===== config.mk =====
export PLATFORM = sky130hd
export DESIGN_NAME = bscac_seg_sched
export DESIGN_NICKNAME = d
export VERILOG_FILES = /design/src/rtl/bscac_seg_sched.sv
export SDC_FILE = /design/constraint.sdc
export NUM_CORES = 1
export LEC_CHECK = 0
export BUFFER_PORTS_ARGS = -buffer_cell sky130_fd_sc_hd__buf_4
export CORE_UTILIZATION = 51
export CTS_CLUSTER_DIAMETER = 120
export DETAILED_ROUTE_END_ITERATION = 12
export PLACE_DENSITY = 0.81
export SLEW_MARGIN = 30
export SYNTH_ARGS = -nofsm -noshare
export SYNTH_HDL_FRONTEND = slang
export SYNTH_SLANG_ARGS = --single-unit

===== constraint.sdc =====
create_clock -name clk -period 2.08 [get_ports clk]
set_input_delay 0.624 -clock clk [delete_from_list [all_inputs] [get_ports clk]]
set_output_delay 0.624 -clock clk [all_outputs]
set_load 0.02 [all_outputs]

===== src/rtl/bscac_seg_sched.sv =====
// Segment scheduler: accepts an NSEG-segment frame over valid/ready and
// issues it one segment per downstream beat with a rotating one-hot select.
// Optional statistics counters (frame_cnt, stall_cnt) are compiled in when
// the macro BSCAC_SCHED_STATS_EN is defined.
module bscac_seg_sched #(
    parameter int NSEG  = 3,
    parameter int SEG_W = 7
) (
    input  logic                    clk,
    input  logic                    rst,
    input  logic [NSEG*SEG_W-1:0]   in_data,
    input  logic                    in_valid,
    output logic                    in_ready,
    output logic [SEG_W-1:0]        seg_data,
    output logic [NSEG-1:0]         seg_sel,
    output logic                    seg_valid,
    input  logic                    seg_ready,
    output logic                    seg_last,
    output logic                    busy
`ifdef BSCAC_SCHED_STATS_EN
    ,
    output logic [15:0]             frame_cnt,
    output logic [15:0]             stall_cnt
`endif
);

    typedef enum logic {IDLE, SEND} state_t;

    localparam logic [NSEG-1:0] SEL0 = NSEG'(1);

    state_t                  state_q, state_d;
    logic [NSEG*SEG_W-1:0]   frame_q, frame_d;
    logic [SEG_W-1:0]        seg_data_d;
    logic [NSEG-1:0]         seg_sel_d;
    logic                    seg_valid_d;
    logic                    beat;
    logic                    last_beat;
    logic                    load;

    // Rotate the one-hot select left by one; degenerates to identity for NSEG=1.
    function automatic logic [NSEG-1:0] rotl(input logic [NSEG-1:0] s);
        logic [NSEG-1:0] r;
        r = '0;
        for (int k = 0; k < NSEG; k++) begin
            r[(k + 1) % NSEG] = s[k];
        end
        return r;
    endfunction

    // Mux the segment addressed by a one-hot select out of a frame.
    function automatic logic [SEG_W-1:0] pick(input logic [NSEG*SEG_W-1:0] f,
                                              input logic [NSEG-1:0]       s);
        logic [SEG_W-1:0] d;
        d = '0;
        for (int k = 0; k < NSEG; k++) begin
            if (s[k]) d = d | f[k*SEG_W +: SEG_W];
        end
        return d;
    endfunction

    assign beat      = seg_valid & seg_ready;
    assign last_beat = beat & seg_sel[NSEG-1];
    assign seg_last  = seg_sel[NSEG-1] & seg_valid;
    // seg_ready feeds in_ready combinationally so a new frame can follow the
    // last segment with no bubble.
    assign in_ready  = !rst & ((state_q == IDLE) | last_beat);
    assign load      = in_valid & in_ready;
    assign busy      = (state_q == SEND);

    // Next-state and next-output decode; everything holds unless a load or beat occurs.
    always_comb begin
        state_d     = state_q;
        frame_d     = frame_q;
        seg_data_d  = seg_data;
        seg_sel_d   = seg_sel;
        seg_valid_d = seg_valid;
        if (load) begin
            frame_d     = in_data;
            seg_data_d  = in_data[SEG_W-1:0];
            seg_sel_d   = SEL0;
            seg_valid_d = 1'b1;
            state_d     = SEND;
        end else begin
            case (state_q)
                IDLE: begin
                    seg_valid_d = 1'b0;
                    seg_sel_d   = SEL0;
                end
                SEND: begin
                    if (last_beat) begin
                        seg_valid_d = 1'b0;
                        seg_sel_d   = SEL0;
                        state_d     = IDLE;
                    end else if (beat) begin
                        seg_sel_d  = rotl(seg_sel);
                        seg_data_d = pick(frame_q, rotl(seg_sel));
                    end
                end
                default: begin
                    seg_valid_d = 1'b0;
                    seg_sel_d   = SEL0;
                    state_d     = IDLE;
                end
            endcase
        end
    end

    // State and output registers; reset discards any partially issued frame.
    always_ff @(posedge clk) begin
        if (rst) begin
            state_q   <= IDLE;
            frame_q   <= '0;
            seg_data  <= '0;
            seg_sel   <= SEL0;
            seg_valid <= 1'b0;
        end else begin
            state_q   <= state_d;
            frame_q   <= frame_d;
            seg_data  <= seg_data_d;
            seg_sel   <= seg_sel_d;
            seg_valid <= seg_valid_d;
        end
    end

`ifdef BSCAC_SCHED_STATS_EN
    // Completed-frame counter (wraps) and stall-cycle counter (saturates).
    always_ff @(posedge clk) begin
        if (rst) begin
            frame_cnt <= '0;
            stall_cnt <= '0;
        end else begin
            if (last_beat) frame_cnt <= frame_cnt + 16'd1;
            if (seg_valid && !seg_ready && stall_cnt != 16'hFFFF)
                stall_cnt <= stall_cnt + 16'd1;
        end
    end
`endif

endmodule


==> flow_summary.yaml, run 1 <==
cells_and_area:
  multiInputGateArea_sq_um: 534
  fillers: 169
  layout.nets: 195
  layout_common_cells: "buf_4, dfxtp_1, nand2_1"
  area_growth_pct: 26.1
  seqCellArea_sq_um: 520
  drive_gt1_frac: 0.266
  design_area_sq_um: 1430
  fin_util: 0.705
  layout_commonest_cell: "buf_4"
  antenna-diode-count: 0
power_and_ir_drop:
  ir_worst_vdd_v: 0.000609
  finalPower_uw: 957
  p_per_area_nw_per_um2: 671
  p_leak_uw: 0.000568
setup_path:
  crit_fanout: 8
  path_buf_inv: 1
  crit_type: "flip-flop to primary output"
  crit_family: "flip-flops"
  critPathLaunchType: "flip-flop"
  end_kind: "primary output"
  path_cells: "nand3_1, a21oi_1, buf_4"
  cpMaxStageDelayCell: "dfxtp_1"
  cp_data_required_time_ns: 1.46
  crit_arrival_ns: 1.35
  critical-path-max-stage-delay_ns: 0.48
route:
  dr.pass1.iters: 4
  drt_iter0_drc: 21
  post-route-drc-count: 0
  drtAntennaViolNets: 0
  routed_via_density: 5.12
  vias: 1004
  wl_per_cell_microns: 11.8
  routed_wl_microns: 2320
floorplan:
  io_pins: 39
  core_area_sq_um: 2020
  die_area_sq_um: 2410
  die_height_microns: 49.1
  die_x_microns: 49.1
  rows: 16
  initial_core_util: 0.559
timing:
  slew_viol_final: 0
  tns_ns: 0
  worst_slew_pin_slew_ns: 0.452
  rsz0062_at_grt: "no"
  timing.final.crit_share: 0.948
  layout_setup_ws_ns: 0.107
  setup_viol: 0
  clock_skew_ns: 0.00139
  maxSlewHeadroom: 0.698
  hold_violations: 0
  fmax_mhz: 507
  period_needed_ns: 1.97
status:
  status: "finished clean"
grt:
  grt_usage: 0.211
  grt-ovfl-total: 0
  antenna_found_initial: 0
  grt_pass1_wl_microns: 3990
  first_global_vias: 890
  grt_max_degree: 27
cts:
  ctsHoldBuffers: 0
  cts_buffer_depth: 2
  cts_tree: "built"
  clock-sinks: 26
  ctsRootBufferMaster: "clkbuf_4"
  postCtsSetupBuffers: 0
  ctsResizeCount: 0
  htree_levels: 1
  numCtsBuffers: 3
  insertion_delay_ns: 0.32
  clk_pin_slew_ns: 0.14
synth:
  avgSynthCellArea_sq_um: 8.31
  synth_cell_types: 22
  syn-cell-area_sq_um: 1130
  syn_inst: 136
  ys_warn_count: 0
  synth.ff_latch_count: 26
  synth_nets: 161
  synth-seq-area-share: 0.461
place:
  hpwlAfterDp_microns: 1630
  post_dp_cell_area_sq_um: 1390
  gp_congestion: 0.859
  port_buffers: 38
  dp_slack_ns: 0.248
job:
  timing.max_cap.violations: 0
worst_hold_path:
  min_path_type: "flip-flop to flip-flop"
-- worst register-to-register path, delay by kind of cell (launching register included) --
family | cells | cell delay [ns]
simple gates | 2 | 0.63
flops | 1 | 0.49
compound gates | 2 | 0.42
-- cell type report --
cell class,instances,area share
sequential,26,0.365
multi-input combinational,99,0.375
tap,27,0.0237
clock buffer,4,0.0255
timing repair buffer,40,0.211
-- routing by layer --
| layer | part of all wire | GRT usage |
|---|---|---|
| met5 | 0 | 0 |
| met1 | 0.52 | 0.307 |
| met4 | 0.0082 | 0.0441 |
| met2 | 0.44 | 0.326 |
| met3 | 0.037 | 0.0374 |
-- per-stage QoR --
step	hold slack, ns	cells
CTS	0.479	196
floorplan	0.442	136
global route	0.485	196
finish	0.476	196
global placement	0.453	192
detailed placement	0.456	192
-- where the power goes --
part           switching (uW)  internal, uW  total [uW]
sequential               20.4           529         549
combinational            72.0          81.0         153
clock                     148           107         255
total                     240           717         957
-- flip-flops by register name, summed over array words and instances, names as in the netlist --
signal	count
seg_sel	3
busy	1
frame_q	14
seg_valid	1
seg_data	7
-- kinds of logic (layout without fill, tap and decap cells) --
kind of cell	count (synthesis)	in the layout	synth area share
AOI/OAI and AO/OA	42	42	0.228
buffers and inverters	11	44	0.0664
DFF	26	26	0.461
and+or+nand+nor	57	57	0.245
-- final timing paths --
path,startpoint,end,slack [ns],cells past startpoint
worst max register to register,busy,seg_data[2],0.49,4
worst max-delay path,seg_sel[2],in_ready,0.11,3
worst min register to register,frame_q[16],frame_q[16],0.48,2
worst min-delay path,frame_q[16],frame_q[16],0.48,2
-- Yosys cell counts, drive strengths merged --
cell    number  area, sq um
nor2b        1         6.26
o21ai       14         70.1
nor2        10         37.5
nor3         1         5.00
a22oi        7         52.6
nand2       24         90.1
a21oi       14         73.8
a211o        7         61.3
and4b        1         10.0
buf          6         56.3
dfxtp       26          521
and2         1         6.26
nor3b        2         15.0
or2b         1         7.51
nand2b      15         93.8
clkbuf       5         18.8
nand3        1         5.00
No activity file was read; power rests on OpenSTA's default activity.
==> run 2: changes to the inputs <==
Settings changed: ABC_AREA set to 1, CORE_UTILIZATION 51 to 55, PLACE_DENSITY 0.81 to 0.83.
==> flow_summary.yaml, run 2 <==
floorplan:
  io_pins: 39
  die_x_microns: 54.3
  rows: 18
  core_area_sq_um: 2520
  die_area_sq_um: 2950
  initial_core_util: 0.597
  die_height_microns: 54.3
cells_and_area:
  layout_common_cells: "nand2_1, nand3_1, buf_4"
  antenna-diode-count: 0
  fin_cells: 276
  area_growth_pct: 21.9
  layout.nets: 271
  layout_commonest_cell: "nand2_1"
  top_register: "frame_q"
  largest_reg_flops: 21
  reg_top3: "frame_q (21), seg_data (7), seg_sel (3)"
  drive_gt1_frac: 0.228
synth:
  synth.ff_latch_count: 33
  ys.flop_type: "dfxtp_1"
  avgSynthCellArea_sq_um: 7.13
  synth_cell_types: 21
  synth_top_area_frac: 0.439
  synth_nets: 236
  synth-seq-area-share: 0.439
  post-synth-top-count-cell: "nand2_1"
  syn_inst: 211
  synth_top_cell_by_area: "dfxtp_1"
  ys_warn_count: 0
  yosys-top-cells-area: "dfxtp_1, nand3_1, nand2_1"
  async_reset_ff_frac: 0
  syn-cell-area_sq_um: 1510
  synth_edf_count: 0
  synthTopCellsByCount: "nand2_1, nand3_1, dfxtp_1"
status:
  status: "finished clean"
cts:
  numCtsBuffers: 5
  clk_pin_slew_ns: 0.09
  clock-sinks: 33
  postCtsSetupBuffers: 0
  ctsRootBufferMaster: "clkbuf_4"
  insertion_delay_ns: 0.33
  cts_tree: "built"
  ctsResizeCount: 0
  ctsHoldBuffers: 0
  htree_levels: 2
  cts_buffer_depth: 2
job:
  timing.max_cap.violations: 0
timing:
  fmax_mhz: 548
  maxSlewHeadroom: 0.745
  worst_slew_pin_slew_ns: 0.382
  hold_violations: 0
  timing.final.crit_share: 0.877
  rsz0062_at_grt: "no"
  setup_viol: 0
  clock_skew_ns: 0.00446
  tns_ns: 0
  period_needed_ns: 1.83
  slew_viol_final: 0
worst_hold_path:
  min_path_type: "flip-flop to flip-flop"
power_and_ir_drop:
  ir_worst_vdd_v: 0.000590
  finalPower_uw: 1260
  p_leak_uw: 0.000952
  p_per_area_nw_per_um2: 688
route:
  dr.pass1.iters: 4
  post-route-drc-count: 0
  drtAntennaViolNets: 0
  routed_via_density: 5.04
  routed_wl_microns: 3050
  vias: 1392
  drt_iter0_drc: 23
  wl_per_cell_microns: 11.0
setup_path:
  critPathLaunchType: "flip-flop"
  cp_data_required_time_ns: 1.46
  crit_arrival_ns: 1.20
  crit_type: "flip-flop to primary output"
  crit_fanout: 5
  end_kind: "primary output"
place:
  dp_cells: 269
  port_buffers: 38
  gp_congestion: 0.804
  hpwlAfterDp_microns: 2130
grt:
  antenna_found_initial: 0
  grt_usage: 0.252
  grt_pass1_wl_microns: 5220
  grt_max_degree: 30
  grt-ovfl-total: 0
  first_global_vias: 1190
run 2: area by class of cell:
type | count | area, sq um
fillers | 239 | 687
well taps | 30 | 37.5
inverters | 10 | 40.0
repair buffers | 43 | 335
multi-input cells | 153 | 707
flip-flops and latches | 33 | 661
clock buffers | 7 | 55.1
run 2: worst max-delay path, cell delays in order (launching register included):
cell and delay, ns:
dfxtp_1 0.41, nand3_1 0.11, nand2_2 0.07, inv_1 0.06, nor2_1 0.08, buf_4 0.14
run 2: kinds of logic (layout without fill, tap and decap cells):
family                 Yosys count  in the layout  share of synthesized area
and+or+nand+nor                149            149                      0.453
buffers and inverters           25             60                     0.0914
DFF                             33             33                      0.439
AOI/OAI and AO/OA                4              4                     0.0166
run 2: power breakdown:
group          switching (uW)  internal (uW)  total (uW)
Clock                     202            159         362
Combinational             108           96.0         204
Sequential               23.5            674         697
run 2: worst paths after layout:
check | endpoint | startpoint | slack (ns) | cells past startpoint
max | in_ready | seg_valid | 0.25 | 5
min | frame_q[10] | frame_q[10] | 0.47 | 2
max reg2reg | seg_data[1] | seg_sel[2] | 0.55 | 9
min reg2reg | frame_q[10] | frame_q[10] | 0.47 | 2
run 2: per-stage QoR:
step,area [sq um],hold WS [ns],utilization,worst slack (ns)
after floorplan,1510,0.443,-,0.154
after CTS,1840,0.469,0.728,0.237
after global routing,1840,0.479,0.728,0.0962
after global placement,1780,0.452,0.706,0.304
after detailed placement,1780,0.455,0.706,0.288
final,1840,0.470,0.728,0.255
run 2: routing by layer:
layer / share of wire / vias up / GRT usage
li1: - / 747 / -
met1: 0.49 / 597 / 0.312
met2: 0.44 / 44 / 0.413
met3: 0.057 / 4 / 0.0667
met4: 0.013 / 0 / 0.103
met5: 0 / - / 0
==> run 3: changes to the inputs <==
Clock period 2.08 ns to 2.2 ns, I/O delays scaled along.
==> flow_summary.yaml, run 3 (same netlist as run 2, synthesis figures left out) <==
status:
  status: "finished clean"
setup_path:
  crit_type: "flip-flop to primary output"
  crit_arrival_ns: 1.23
  critPathLaunchType: "flip-flop"
  critical-path-max-stage-delay_ns: 0.42
  cpMaxStageDelayCell: "dfxtp_1"
  cp_data_required_time_ns: 1.54
  end_kind: "primary output"
  r2r_start: "seg_sel[2]"
  crit_path_start: "seg_valid"
  path_cells: "nand3_1, nand2_2, inv_1, nor2_1, buf_4"
  crit_fanout: 5
place:
  post_dp_cell_area_sq_um: 1780
  gp_congestion: 0.802
  port_buffers: 38
  hpwlAfterDp_microns: 2150
cts:
  ctsResizeCount: 0
  cts_buffer_depth: 2
  clock-sinks: 33
  ctsHoldBuffers: 0
  numCtsBuffers: 5
  htree_levels: 2
  ctsRootBufferMaster: "clkbuf_4"
  clk_pin_slew_ns: 0.09
  insertion_delay_ns: 0.34
  postCtsSetupBuffers: 0
  cts_tree: "built"
route:
  post-route-drc-count: 0
  dr.pass1.iters: 4
  routed_wl_microns: 3110
  routed_via_density: 5.11
  vias: 1409
  drtAntennaViolNets: 0
  wl_per_cell_microns: 11.3
  drt_iter0_drc: 29
floorplan:
  initial_core_util: 0.597
  core_area_sq_um: 2520
  die_height_microns: 54.3
  die_x_microns: 54.3
  die_area_sq_um: 2950
  io_pins: 39
  rows: 18
power_and_ir_drop:
  ir_worst_vdd_v: 0.000432
  p_int_uw: 878
  p_clk_frac: 0.287
  p_leak_uw: 0.000952
  p_per_area_nw_per_um2: 652
  switching_power_uw: 318
  power_frac_seq: 0.551
  comb_power_share: 0.161
  finalPower_uw: 1200
  swShare: 0.266
cells_and_area:
  layout.nets: 271
  reg_top3: "frame_q (21), seg_data (7), seg_sel (3)"
  layout_commonest_cell: "nand2_1"
  design_area_sq_um: 1840
  layout_common_cells: "nand2_1, nand3_1, buf_4"
  fillers: 234
  drive_gt1_frac: 0.228
  top_register: "frame_q"
  seqCellArea_sq_um: 661
  largest_reg_flops: 21
  multiInputGateArea_sq_um: 707
  antenna-diode-count: 0
  area_growth_pct: 21.9
grt:
  grt_use_met1: 0.318
  grt_usage: 0.251
  first_global_vias: 1201
  grt_pass1_wl_microns: 5170
  grtUsageMet3: 0.0583
  grt-ovfl-total: 0
  gr-usage-met2: 0.394
  grt_max_degree: 30
  antenna_found_initial: 0
  grt-busiest-layer: "met2"
timing:
  maxSlewHeadroom: 0.761
  tns_ns: 0
  worst_slew_pin_slew_ns: 0.359
  timing.final.crit_share: 0.857
  setup_viol: 0
  clock_skew_ns: 0.0106
  hold_violations: 0
  fmax_mhz: 530
  period_needed_ns: 1.89
  slew_viol_final: 0
  rsz0062_at_grt: "no"
job:
  timing.max_cap.violations: 0
worst_hold_path:
  min_path_type: "flip-flop to flip-flop"
  hold_start: "frame_q[1]"
-- run 3: cell counts in the layout (fill, tap and decap cells not counted) --
No cell type changed its count.
-- run 3: final timing paths --
check | slack (ns) | endpoint | depth (start not counted)
worst max-delay path | 0.31 | in_ready | 5
worst min-delay path | 0.47 | frame_q[1] | 2
worst max register to register | 0.66 | seg_data[5] | 9
worst min register to register | 0.47 | frame_q[1] | 2
-- run 3: layout make-up --
cell class                      count  share of cell area
Inverter                           10              0.0218
Timing Repair Buffer               43               0.183
Clock buffer                        7              0.0300
Multi-Input combinational cell    153               0.385
Sequential cell                    33               0.360
Tap cell                           30              0.0204
-- run 3: through the flow --
step | cells | setup slack, ns | hold WS, ns | utilization
floorplan | 211 | 0.202 | 0.443 | -
global placement | 269 | 0.352 | 0.451 | 0.706
detailed placement | 269 | 0.328 | 0.455 | 0.706
CTS | 276 | 0.297 | 0.469 | 0.728
global route | 276 | 0.183 | 0.486 | 0.728
finish | 276 | 0.314 | 0.467 | 0.728
-- run 3: worst max-delay path: cells and delay by family (launching register included) --
kind          cells  cell delay, ns
buf+inv           2            0.21
flops             1            0.42
simple gates      3            0.28
-- run 3: metal layers --
metal / share of wire / vias to the layer above
li1: - / 753
met1: 0.49 / 606
met2: 0.44 / 42
met3: 0.049 / 8
met4: 0.022 / 0
met5: 0 / -
-- run 3: power by group through the flow --
stage,Clock (uW),Combinational [uW],Sequential (uW)
floorplan,0,111,683
global placement,0,190,672
detailed placement,0,194,673
global route,376,218,665
finish,343,193,660
CTS,352,194,660
